<file path="src/rtl/logicnets_layer_skid_if.sv">
// Valid/ready stream carrying one packed LogicNets layer vector.
interface logicnets_layer_skid_if #(
  parameter int unsigned WIDTH = 32
);
  logic             valid;
  logic             ready;
  logic [WIDTH-1:0] data;

  modport master (output valid, output data, input ready);
  modport slave  (input valid, input data, output ready);
endinterface

</file>
<file path="src/rtl/logicnets_layer_skid.sv">
// Registered two-entry skid stage between LogicNets layers, with a wrapping
// delivered-beat counter for throughput profiling.
module logicnets_layer_skid #(
  parameter int unsigned WIDTH = 32,
  parameter int unsigned CNT_W = 16
) (
  input  logic                   clk,
  input  logic                   rst,
  logicnets_layer_skid_if.slave  s,
  logicnets_layer_skid_if.master m,
  output logic [1:0]             occupancy,
  output logic [CNT_W-1:0]       beat_count
);

  typedef enum logic [1:0] {
    EMPTY = 2'd0,
    ONE   = 2'd1,
    FULL  = 2'd2
  } state_t;

  state_t           state_q, state_d;
  logic             s_ready_q;
  logic [WIDTH-1:0] main_q, skid_q;
  logic [CNT_W-1:0] beat_q;
  logic             m_valid_w;
  logic             s_fire, m_fire;
  logic             load_main, load_skid, main_from_skid;

  assign s_fire = s.valid & s_ready_q;
  assign m_fire = m_valid_w & m.ready;

  always_ff @(posedge clk) begin
    if (rst) begin
      state_q   <= EMPTY;
      s_ready_q <= 1'b1;
    end else begin
      state_q   <= state_d;
      // Registered look-ahead keeps m_ready off the upstream ready path.
      s_ready_q <= (state_d != FULL);
    end
  end

  always_comb begin
    state_d        = state_q;
    load_main      = 1'b0;
    load_skid      = 1'b0;
    main_from_skid = 1'b0;
    unique case (state_q)
      EMPTY: begin
        if (s_fire) begin
          load_main = 1'b1;
          state_d   = ONE;
        end
      end
      ONE: begin
        if (s_fire && m_fire) begin
          load_main = 1'b1;
        end else if (s_fire) begin
          load_skid = 1'b1;
          state_d   = FULL;
        end else if (m_fire) begin
          state_d   = EMPTY;
        end
      end
      FULL: begin
        if (m_fire) begin
          load_main      = 1'b1;
          main_from_skid = 1'b1;
          state_d        = ONE;
        end
      end
      default: state_d = EMPTY;
    endcase
  end

  always_comb begin
    m_valid_w = (state_q != EMPTY);
    occupancy = state_q;
  end

  always_ff @(posedge clk) begin
    if (rst) begin
      main_q <= '0;
      skid_q <= '0;
      beat_q <= '0;
    end else begin
      if (load_main) main_q <= main_from_skid ? skid_q : s.data;
      if (load_skid) skid_q <= s.data;
      if (m_fire)    beat_q <= beat_q + 1'b1;
    end
  end

  assign s.ready    = s_ready_q;
  assign m.valid    = m_valid_w;
  assign m.data     = main_q;
  assign beat_count = beat_q;

endmodule
</file>
<file path="src/flat_wrapper.sv">
// flat-port wrapper written by rule: the top's interface ports become plain ports
module logicnets_layer_skid_flat 
#(
  parameter int unsigned WIDTH = 32,
  parameter int unsigned CNT_W = 16
)
  (clk, rst, occupancy, beat_count, s_valid, s_data, s_ready, m_valid, m_data, m_ready);
  logicnets_layer_skid_if #(.WIDTH(WIDTH)) s_i ();
  logicnets_layer_skid_if #(.WIDTH(WIDTH)) m_i ();
  input  logic clk;
  input  logic rst;
  output logic [1:0] occupancy;
  output logic [CNT_W-1:0] beat_count;
  input wire logic [$bits(s_i.valid)-1:0] s_valid;
  input wire logic [$bits(s_i.data)-1:0] s_data;
  output wire logic [$bits(s_i.ready)-1:0] s_ready;
  output wire logic [$bits(m_i.valid)-1:0] m_valid;
  output wire logic [$bits(m_i.data)-1:0] m_data;
  input wire logic [$bits(m_i.ready)-1:0] m_ready;
  assign s_i.valid = s_valid;
  assign s_i.data = s_data;
  assign s_ready = s_i.ready;
  assign m_valid = m_i.valid;
  assign m_data = m_i.data;
  assign m_i.ready = m_ready;
  logicnets_layer_skid #(.WIDTH(WIDTH), .CNT_W(CNT_W)) u_core (.clk(clk), .rst(rst), .s(s_i), .m(m_i), .occupancy(occupancy), .beat_count(beat_count));
endmodule
</file>
<file path="config.mk">
export PLATFORM = sky130hd
export DESIGN_NAME = logicnets_layer_skid_flat
export DESIGN_NICKNAME = d
export VERILOG_FILES = /design/src/rtl/logicnets_layer_skid_if.sv /design/src/rtl/logicnets_layer_skid.sv /design/src/flat_wrapper.sv
export SDC_FILE = /design/constraint.sdc
export NUM_CORES = 1
export LEC_CHECK = 0
export BUFFER_PORTS_ARGS = -buffer_cell sky130_fd_sc_hd__buf_2
export CELL_PAD_IN_SITES_DETAIL_PLACEMENT = 1
export CELL_PAD_IN_SITES_GLOBAL_PLACEMENT = 2
export CORE_ASPECT_RATIO = 0.8
export CORE_MARGIN = 5
export CORE_UTILIZATION = 33
export DETAILED_ROUTE_END_ITERATION = 12
export PLACE_DENSITY = 0.82
export SLEW_MARGIN = 40
export SYNTH_ARGS = -nofsm -noshare
export SYNTH_HDL_FRONTEND = slang
export SYNTH_SLANG_ARGS = --single-unit
</file>
<file path="constraint.sdc">
create_clock -name clk -period 3.1 [get_ports clk]
set_input_delay 0.155 -clock clk [delete_from_list [all_inputs] [get_ports clk]]
set_output_delay 0.155 -clock clk [all_outputs]
set_load 0.02 [all_outputs]
</file>
==> results.md, run 1 <==
* R2R Setup Slk at about 1.0 ns
* Core Region at approximately 10,000 µm²
* Post-Syn Nets at 425
* Post-Syn Instances at slightly below 400
* Die ar. at 12,400 µm²
* Number of DRC markers in iteration 0 at 106
* DP HPWL at between 5 and 6 mm
* Cts hold-fix bufs at 0
* Final Slew Violations at 0
* Worst setup SP type: register
* Multi-input gate area at 1600 µm²
* Hold EP: u_core.skid_q[6]$_SDFFE_PP0P_
* Setup Fix Bufs, Post-CTS at 0
* Unrepaired setup endpoints after global routing: false
* Kind of critical path: register to register
* Ys async rst share at 0%
* Worst reg2reg path startpoint: u_core.occupancy[1]$_SDFF_PP0_
* Total CTS buffers at 9
* # nets final at a little under 500
* Yosys top cell area share at about half
* Register area at 1660 µm²
* Wire length per cell at 14.7 µm
* Final min period at 2.10 ns
* Longest Clk Path Bufs at 2
* Clock latency on the worst-skew pair at 0.34 ns
* HP Class: input port to register
* Yosys cell types at 32
* R2r endpoint: u_core.beat_count[15]$_SDFFE_PP0P_
* First-pass GRT wire length at 14.2 mm
* IR drop worst, VDD at 294 µV
* Pleak at 0.00187 µW
* Max frequency at between 400 and 500 MHz
* Largest cells by area after synthesis: dfxtp_1, mux2i_1, nand2_1, a211oi_1, a21oi_1
* Layout cells sized above 1 at 23.7%
* Post_cts resized at 0
* Final Hold Vio Count at 0
* # Max-Cap Violations at 0
* Pre-CTS setup slack at 1.02 ns
* Overall global routing resource usage at 14.6%
* Drt total wl at 8.88 mm
* Worst slew pin tran at 0.780 ns
* Endpoint type of the worst setup path: register
* CTS clk-pin slew, worst paths at ~0.06 ns
* Pwr dens at 588 nW/µm²
* Register area share after synthesis at 49.0%
* Clock Sink Count at 83
* Synth Warn # at 0
* # setup viols final at 0
* Area of the mapped netlist at 3390 µm²
* Initial Util at roughly a third
* TritonCTS clock tree: done
* Post-Syn Area per Cell at 8.73 µm²
* Initial antenna violation count at 0
* Post-layout worst setup margin at 1.00 ns
* Worst Hold Launch: s_data[6]
* Vias per std cell at 4.82
* #FFs+latches synth at 83
* Rel. slew slack at a little under half
* Post-synth top area cell: dfxtp_1
* Most frequent cell after synthesis: dfxtp_1
* Fill count at 1,244
* Number of global-route vias before repair at between 2,000 and 3,000
* Largest net degree at the start of global routing at 84
* Worst Path Required at 3.37 ns
* # IOs at 88
* Post-synth EDFFs at 0
* CTS root buffer: clkbuf_16
* Row count at 33
* DR pass1 iterations at 6
* Die Wd at between 100 and 150 µm
* FF-to-FF path depth at 4
* Worst EP arrival at 2.37 ns
* Area growth syn-to-layout at 23.9%
* Setup_tns at 0 ns
* Part of the cycle the worst path needs at 67.7%
* Vias at a little under 3,000
* Antenna viol nets, final at 0
* Placer Congestion at about 0.72
* GR Overflow Total at 0
* CP Max Fanout at 12
* Most common library cells after synthesis: dfxtp_1, nand2_1, nor2_1, a21oi_1, mux2i_1
* Status: completed
* Top FF cell, synth: dfxtp_1
* H-tree Lvls at 3
* Total inserted antenna cells at 0
* Worst Hold Depth at 3
* Clock Skew at 0.00446 ns
* I/O Buffers at between 80 and 90
* Chip height at 101 µm
* DRC at 0
[logic make-up (layout without fill, tap and decap cells)]
logic type,Yosys count,in the layout,share of synthesized area [%]
AND/OR/NAND/NOR,148,148,19.4
flip-flops,83,83,49.0
AO/OA/AOI/OAI,82,82,15.1
multiplexers,33,33,9.75
buffers and inverters,32,109,3.99
XOR/XNOR,9,9,2.33
adder cells (fa/ha/maj),1,1,0.369
[cells in the final DEF, fill, tap and decap left out, types with 3 or more instances in the layout]
cell type / synthesis / routed
dfxtp_1: 83 / 83
mux2i_1: 33 / 33
nand4b_1: 3 / 3
or3_1: 5 / 5
nand3_1: 7 / 7
xnor2_1: 6 / 6
a211oi_1: 32 / 32
a21oi_1: 40 / 40
o21ai_0: 6 / 6
xor2_1: 3 / 3
clkbuf_16: 0 / 9
nand2_1: 73 / 73
buf_2: 12 / 87
nor2_1: 42 / 42
nor3_1: 5 / 5
[critical path: stages (launching register included)]
cell and delay [ns]:
dfxtp_1 0.53, o21ai_1 0.33, or4_4 0.67, or3_1 0.36, a21oi_1 0.14
[through the flow]
stage               area (µm²)  instances  util, %  hold WS, ns  total power (µW)
floorplan                 3390        388        -        0.257              1390
global placement          3920        589     38.6        0.409              1510
detailed placement        3930        589     38.7        0.416              1510
CTS                       4200        605     41.3       0.0547              2510
global route              4200        605     41.3       0.0668              2590
finish                    4200        605     41.3       0.0660              2470
[flip-flops by register name, indices dropped and copies added (netlist names)]
name / flops
u_core.skid_q: 32
u_core.m.data: 32
u_core.beat_count: 16
u_core.s.ready: 1
u_core.occupancy: 2
[final cells by class]
| type | instances | share of cell area [%] |
|---|---|---|
| timing repair buffer | 91 | 11.5 |
| multi-input combinational | 273 | 38.1 |
| clock buffer | 12 | 5.87 |
| tap | 140 | 4.17 |
| clock inverter | 4 | 0.626 |
| sequential | 83 | 39.6 |
| inverter | 2 | 0.179 |
[report_power, final]
part	internal, µW	switching (µW)	total, µW	leakage, µW
Clock	564	422	986	0.000133
Sequential	1130	35.6	1160	0.000679
Combinational	114	205	319	0.00106
[per-layer routing]
| metal | track usage, % | routed length (µm) | vias to the layer above |
|---|---|---|---|
| met5 | 0 | 0 | - |
| li1 | - | - | 1486 |
| met3 | 4.21 | 383 | 8 |
| met4 | 4.60 | 57 | 0 |
| met1 | 18.8 | 4340 | 1372 |
| met2 | 23.5 | 4100 | 50 |
[worst max path at each step]
stage | slack [ns] | cells after the start | from | to
6_report | 1.00 | 4 | u_core.occupancy[1]$_SDFF_PP0_ | u_core.beat_count[15]$_SDFFE_PP0P_
5_1_grt | 0.89 | 4 | u_core.occupancy[1]$_SDFF_PP0_ | u_core.beat_count[15]$_SDFFE_PP0P_
4_1_cts | 1.00 | 4 | u_core.occupancy[1]$_SDFF_PP0_ | u_core.beat_count[15]$_SDFFE_PP0P_
3_5_place_dp | 1.02 | 4 | u_core.occupancy[1]$_SDFF_PP0_ | u_core.beat_count[15]$_SDFFE_PP0P_
3_3_place_gp | 1.05 | 4 | u_core.occupancy[1]$_SDFF_PP0_ | u_core.beat_count[15]$_SDFFE_PP0P_
2_1_floorplan | 1.28 | 5 | u_core.occupancy[1]$_SDFF_PP0_ | u_core.beat_count[15]$_SDFFE_PP0P_
Power figures use the tool's default switching activity.
==> run 2, diff against run 1 <==
- ABC_AREA: unset -> 1
- CORE_UTILIZATION: 33 -> 26
- PLACE_DENSITY: 0.82 -> 0.73
- clock period: 3.1 -> 1.7 ns (I/O delays scaled with it)
==> run 2 against run 1 <==
- non-clock buffer count rose by 5
- first-iteration DRC count rose by 11%
- sequential cell count unchanged
- synthesized area is 4.5% higher
- register-to-register slack worse by 0.84 ns
- hold slack worse by 0.035 ns
- sequential power up 85%
- sequential share of layout area fell by 2.1 points
- largest power group unchanged
- die area increased by 30%
- synthesized cell count is 26% higher
- cell count rose by 24%
- fmax grew 37%
==> results.md, run 2 <==
* Status: completed
* # nets final at 604
* Largest net degree at the start of global routing at 43
* Setup Fix Bufs, Post-CTS at 0
* DP HPWL at 6.96 mm
* Clock Sink Count at 83
* Number of global-route vias before repair at 3,441
* Ys async rst share at 0%
* Wire length per cell at 13.0 µm
* # setup viols final at 0
* Area growth syn-to-layout at 25.3%
* DR pass1 iterations at 4
* Most common cell after layout, fill and taps aside: nor2_1
* Initial Util at roughly a quarter
* CTS clk-pin slew, worst paths at 0.06 ns
* Row count at 38
* GR Overflow Total at 0
* Initial antenna violation count at 0
* Longest Clk Path Bufs at 2
* Post-Syn Nets at 524
* Clock latency on the worst-skew pair at around 0.34 ns
* Area of the mapped netlist at 3540 µm²
* Final Hold Vio Count at 0
* Post-Syn Instances at 487
* Drt total wl at approximately 9.8 mm
* Placer Congestion at 0.704
* IR drop worst, VDD at 415 µV
* Kind of critical path: register to register
* Worst Path Buf+Inv at 1
* Yosys top cell area share at 46.9%
* TritonCTS clock tree: done
* Yosys cell types at 24
* Total inserted antenna cells at 0
* Worst reg2reg path startpoint: u_core.occupancy[1]$_SDFF_PP0_
* Antenna viol nets, final at 0
* HP Class: input port to register
* Switching power of the nets at 1300 µW
* Largest cells by area after synthesis: dfxtp_1, o21ai_0, nor2_1, nand2_1, a21oi_1
* Crit path cell chain: inv_2, nand2_2, nand2_4, nor2_1, nand2_1, o21ai_0, a21oi_1
* Final Slew Violations at 0
* Endpoint type of the worst setup path: register
* Total CTS buffers at 9
* Most frequent cells in the layout: nor2_1, buf_2, dfxtp_1
* Final min period at around 1.5 ns
* Synth Warn # at 0
* FF-to-FF path depth at 7
* Most common library cells after synthesis: nor2_1, dfxtp_1, o21ai_0, nand2_1, inv_1
* R2R Setup Slk at 0.16 ns
* Pleak at between 0.0015 and 0.002 µW
* Setup_tns at 0 ns
* Layout cells sized above 1 at 22.0%
* Logic pwr share at 14.4%
* Worst EP arrival at 1.76 ns
* Post-synth EDFFs at 0
* Core Region at 13,500 µm²
* Max frequency at 651 MHz
* Vias at 3,417
* Worst slew pin tran at 0.408 ns
* Fin area at around 4400 µm²
* Part of the cycle the worst path needs at 90.4%
* R2r endpoint: u_core.beat_count[5]$_SDFFE_PP0P_
* Post-synth top area cell: dfxtp_1
* Overall global routing resource usage at about 12%
* Unrepaired setup endpoints after global routing: false
* Share of power burned in registers at 44.8%
* H-tree Lvls at 3
* Area after DPL at 4130 µm²
* Most frequent cell after synthesis: nor2_1
* Post-Syn Area per Cell at 7.27 µm²
* First-pass GRT wire length at 16.4 mm
* Die Wd at ~140 µm
* Worst Hold Depth at 3
* CP Max Fanout at 7
* # IOs at 88
* Hold EP: u_core.skid_q[25]$_SDFFE_PP0P_
* CTS root buffer: clkbuf_16
* #FFs+latches synth at 83
* Slowest CP cell: dfxtp_1
* Vias per std cell at 4.54
* Top FF cell, synth: dfxtp_1
* Clock share of power at about two fifths
* # Max-Cap Violations at 0
* Chip height at 114 µm
* Top Family by Delay on Critical Path: simple AND/OR/NAND/NOR gates
* Die ar. at 16,100 µm²
* Worst Path Required at 1.92 ns
* Worst setup SP type: register
* Int Power at 3490 µW
* Pwr dens at 1080 nW/µm²
* I/O Buffers at 87
* Clock Skew at 0.00701 ns
* Worst Hold Launch: s_data[25]
* CP max stage delay at 0.44 ns
* Number of DRC markers in iteration 0 at 118
* Rel. slew slack at 72.7%
* Sw frac at 27.2%
* DRC at 0
* Register area share after synthesis at 46.9%
[run 2: cell count changes in the layout (fill, tap and decap cells not counted), moves of 5 or more]
cell | previous run | this run
inv_1 | 2 | 44
nor2_1 | 42 | 91
a211oi_1 | 32 | 0
o21ai_1 | 1 | 23
mux2i_1 | 33 | 0
o21ai_0 | 6 | 79
nand2_1 | 73 | 68
xnor2_1 | 6 | 0
or3_1 | 5 | 0
[run 2: worst max path at each step]
| stage | from | to | slack (ns) | depth (start not counted) |
|---|---|---|---|---|
| after floorplan | u_core.beat_count[1]$_SDFFE_PP0P_ | u_core.beat_count[12]$_SDFFE_PP0P_ | 0.26 | 8 |
| after global placement | u_core.occupancy[1]$_SDFF_PP0_ | u_core.m.data[9]$_SDFFE_PP0P_ | 0.24 | 7 |
| after detailed placement | u_core.occupancy[1]$_SDFF_PP0_ | u_core.m.data[30]$_SDFFE_PP0P_ | 0.15 | 7 |
| after CTS | u_core.occupancy[1]$_SDFF_PP0_ | u_core.beat_count[5]$_SDFFE_PP0P_ | 0.14 | 7 |
| after global routing | u_core.occupancy[1]$_SDFF_PP0_ | u_core.beat_count[5]$_SDFFE_PP0P_ | 0.04 | 7 |
| final | u_core.occupancy[1]$_SDFF_PP0_ | u_core.beat_count[5]$_SDFFE_PP0P_ | 0.16 | 7 |
[run 2: cells by family (layout without fill, tap and decap cells)]
group	count (synthesis)	count (layout)	share of synthesized area (%)
AND/OR/NAND/NOR	181	181	21.4
buffers and inverters	75	160	10.2
XOR/XNOR	1	1	0.247
AO/OA/AOI/OAI	146	146	20.8
adder cells (fa/ha/maj)	1	1	0.353
flip-flops	83	83	46.9
[run 2: timing repair]
item                                    in CTS  in global routing
endpoints found under the setup margin       0                  3
hold buffers                                 1                  0
endpoints found under the hold margin        3                  0
resized for setup                            0                  2
[run 2: layer usage]
metal | track usage, % | part of all wire, % | vias up
met5 | 0 | 0 | -
met4 | 3.49 | 0.99 | 0
met3 | 4.30 | 5.7 | 11
met2 | 20.7 | 45 | 65
met1 | 15.5 | 49 | 1608
li1 | - | - | 1733
[run 2: power groups by stage]
| stage | Clock [µW] | Sequential (µW) | Combinational [µW] |
|---|---|---|---|
| after floorplan | 0 | 2290 | 346 |
| after global placement | 0 | 2190 | 684 |
| after detailed placement | 0 | 2200 | 707 |
| after CTS | 2030 | 2150 | 711 |
| after global routing | 2080 | 2160 | 792 |
| final | 1960 | 2150 | 691 |
[run 2: worst register-to-register path, cell delays in order (launching register included)]
cell and delay (ns):
dfxtp_1 0.44, inv_2 0.10, nand2_2 0.11, nand2_4 0.08
nor2_1 0.33, nand2_1 0.12, o21ai_0 0.17, a21oi_1 0.05
[run 2: metrics by stage]
step	hold slack, ns	util [%]	total power [µW]	std cells	setup slack (ns)
global placement	0.325	30.7	2880	735	0.240
detailed placement	0.326	30.7	2900	735	0.146
finish	0.0314	33.0	4800	752	0.164
global route	0.0392	33.0	5040	752	0.0419
floorplan	0.154	-	2640	487	0.260
CTS	0.0174	33.0	4890	752	0.140
[run 2: cell type report]
| class | count | area (µm²) |
|---|---|---|
| Timing Repair Buffer | 96 | 556 |
| Sequential cell | 83 | 1660 |
| Inverter | 48 | 183 |
| Fill cell | 1688 | 9020 |
| Clock inverter | 5 | 52.6 |
| Multi-Input combinational cell | 329 | 1520 |
| Tap cell | 180 | 225 |
| Clock buffer | 11 | 243 |
==> run 3, diff against run 2 <==
- REMOVE_ABC_BUFFERS: unset -> 1
==> run 3 against run 2 <==
- clock skew increased by 0.0020 ns
- wire length increased by 1.3%
- clock power increased by 12%
- setup slack improved by 0.044 ns
- fmax increased by 2.9%
- sequential power about the same
- hold slack got worse by 0.0046 ns
- first-iteration DRC count increased by 44%
- combinational power decreased by 0.7%
- via count decreased by 2.4%
- die area unchanged
- sequential share of layout area decreased by 0.14 points
==> results.md, run 3 (synthesis gave the netlist of run 2 again) <==
* Pre-CTS setup slack at 0.199 ns
* Placer Congestion at 0.779
* GRT met2 Usage at between 20% and 30%
* Worst EP arrival at 1.72 ns
* Antenna viol nets, final at 0
* GR Overflow Total at 0
* Worst setup SP type: register
* Total inserted antenna cells at 0
* Initial antenna violation count at 0
* Post-layout worst setup margin at 0.207 ns
* Area growth syn-to-layout at 25.8%
* Fin area at approximately 4500 µm²
* R2r endpoint: u_core.beat_count[5]$_SDFFE_PP0P_
* IR drop worst, VDD at 471 µV
* Unrepaired setup endpoints after global routing: false
* CTS root buffer: clkbuf_16
* Number of global-route vias before repair at 3,316
* Global routing's busiest layer: met2
* Grt met1 use at 15.6%
* Clock latency on the worst-skew pair at 0.34 ns
* Die Wd at between 100 and 150 µm
* Final Hold Vio Count at 0
* Most common cell after layout, fill and taps aside: nor2_1
* Rel. slew slack at between 70% and 80%
* Row count at 38
* Pwr dens at 1130 nW/µm²
* Hold Worst Slack at ~0.027 ns
* Vias per std cell at 4.45
* Endpoint type of the worst setup path: register
* Status: completed
* Overall global routing resource usage at 12.7%
* Initial Util at 26.3%
* Max frequency at 670 MHz
* Worst Hold Depth at 3
* H-tree Lvls at 3
* CTS clk-pin slew, worst paths at 0.06 ns
* Fill count at 1,680
* Hold EP: u_core.skid_q[30]$_SDFFE_PP0P_
* M3 GR Usage at 4.13%
* Vias at between 3,000 and 4,000
* # Max-Cap Violations at 0
* Worst Hold Launch: s_data[30]
* DP HPWL at just under 7 mm
* Kind of critical path: register to register
* # nets final at 602
* Total CTS buffers at 9
* Area after DPL at 4100 µm²
* Longest Clk Path Bufs at 2
* Number of DRC markers in iteration 0 at 170
* I/O Buffers at 87
* Core Region at 13,500 µm²
* DR pass1 iterations at 4
* TritonCTS clock tree: done
* Worst slew pin tran at 0.394 ns
* Drt total wl at 9.91 mm
* CP Max Fanout at 7
* R2R Setup Slk at between 0.2 and 0.25 ns
* HP Class: input port to register
* Layout cells sized above 1 at 21.8%
* DRC at 0
* Worst reg2reg path startpoint: u_core.occupancy[0]$_SDFF_PP0_
* Pleak at around 0.0020 µW
* Final min period at around 1.5 ns
* # IOs at 88
* Part of the cycle the worst path needs at 87.8%
* Most frequent cells in the layout: nor2_1, buf_2, dfxtp_1
* Clock Sink Count at 83
* # setup viols final at 0
* Largest net degree at the start of global routing at 66
* Chip height at 114 µm
* Wire length per cell at about 13 µm
* Worst Path Required at approximately 1.9 ns
* Crit. Startpoint: u_core.occupancy[0]$_SDFF_PP0_
* First-pass GRT wire length at 16.4 mm
* Die ar. at 16,100 µm²
* FF-to-FF path depth at 7
* Final Slew Violations at 0
* Clock Skew at 0.00900 ns
## run 3: cell types whose count changed in the layout (fill, tap and decap cells not counted)
cell,before,now
clkinv_2,3,0
clkbuf_8,1,3
buf_12,4,3
buf_4,4,3
bufinv_16,1,2
clkinv_4,0,1
clkinvlp_4,1,0
## run 3: report_power, final
| part | leakage [µW] | total [µW] | switching, µW | internal [µW] |
|---|---|---|---|---|
| combinational | 0.00111 | 686 | 454 | 232 |
| sequential | 0.000681 | 2150 | 67.5 | 2090 |
| clock | 0.000166 | 2190 | 783 | 1410 |
| total | 0.00196 | 5030 | 1300 | 3730 |
## run 3: worst max path at each step
stage	slack, ns	end	depth (start not counted)
after floorplan	-0.23	u_core.skid_q[13]$_SDFFE_PP0P_	6
after global placement	0.26	u_core.m.data[12]$_SDFFE_PP0P_	7
after detailed placement	0.20	u_core.m.data[1]$_SDFFE_PP0P_	7
after CTS	0.18	u_core.m.data[17]$_SDFFE_PP0P_	7
after global routing	0.07	u_core.beat_count[12]$_SDFFE_PP0P_	8
final	0.21	u_core.beat_count[5]$_SDFFE_PP0P_	7
## run 3: repair_timing
item	in CTS	in global routing
setup buffers	0	0
hold buffers	1	0
hold endpoints to repair	3	0
setup endpoints to repair	0	1
resized for setup	0	2
## run 3: critical path, cell delays in order, from the launching register on
cell and delay [ns]:
dfxtp_1 0.46, inv_2 0.07, nand2_2 0.10, nand2_4 0.09, nor2_1 0.31, nand2_1 0.12, o21ai_0 0.17, a21oi_1 0.06
## run 3: final cells by class
class                   instances  area (µm²)  share of cell area (%)
multi-input cells             329        1520                    34.1
clock buffers                  13         270                    6.07
well taps                     180         225                    5.06
inverters                      48         183                    4.10
clock inverters                 3        68.8                    1.55
repair buffers                 94         528                    11.9
flip-flops and latches         83        1660                    37.3
## run 3: per-layer routing
layer,part of all wire (%),vias up
li1,-,1719
met1,48,1562
met2,47,47
met3,4.1,7
met4,0.88,0
met5,0,-
## run 3: metrics by stage
stage | total power [µW] | util (%) | cells | setup TNS [ns]
after floorplan | 2600 | - | 460 | -6.62
after CTS | 5130 | 33.1 | 750 | 0
after detailed placement | 2900 | 30.5 | 733 | 0
final | 5030 | 33.1 | 750 | 0
after global placement | 2870 | 30.5 | 733 | 0
after global routing | 5290 | 33.1 | 750 | 0
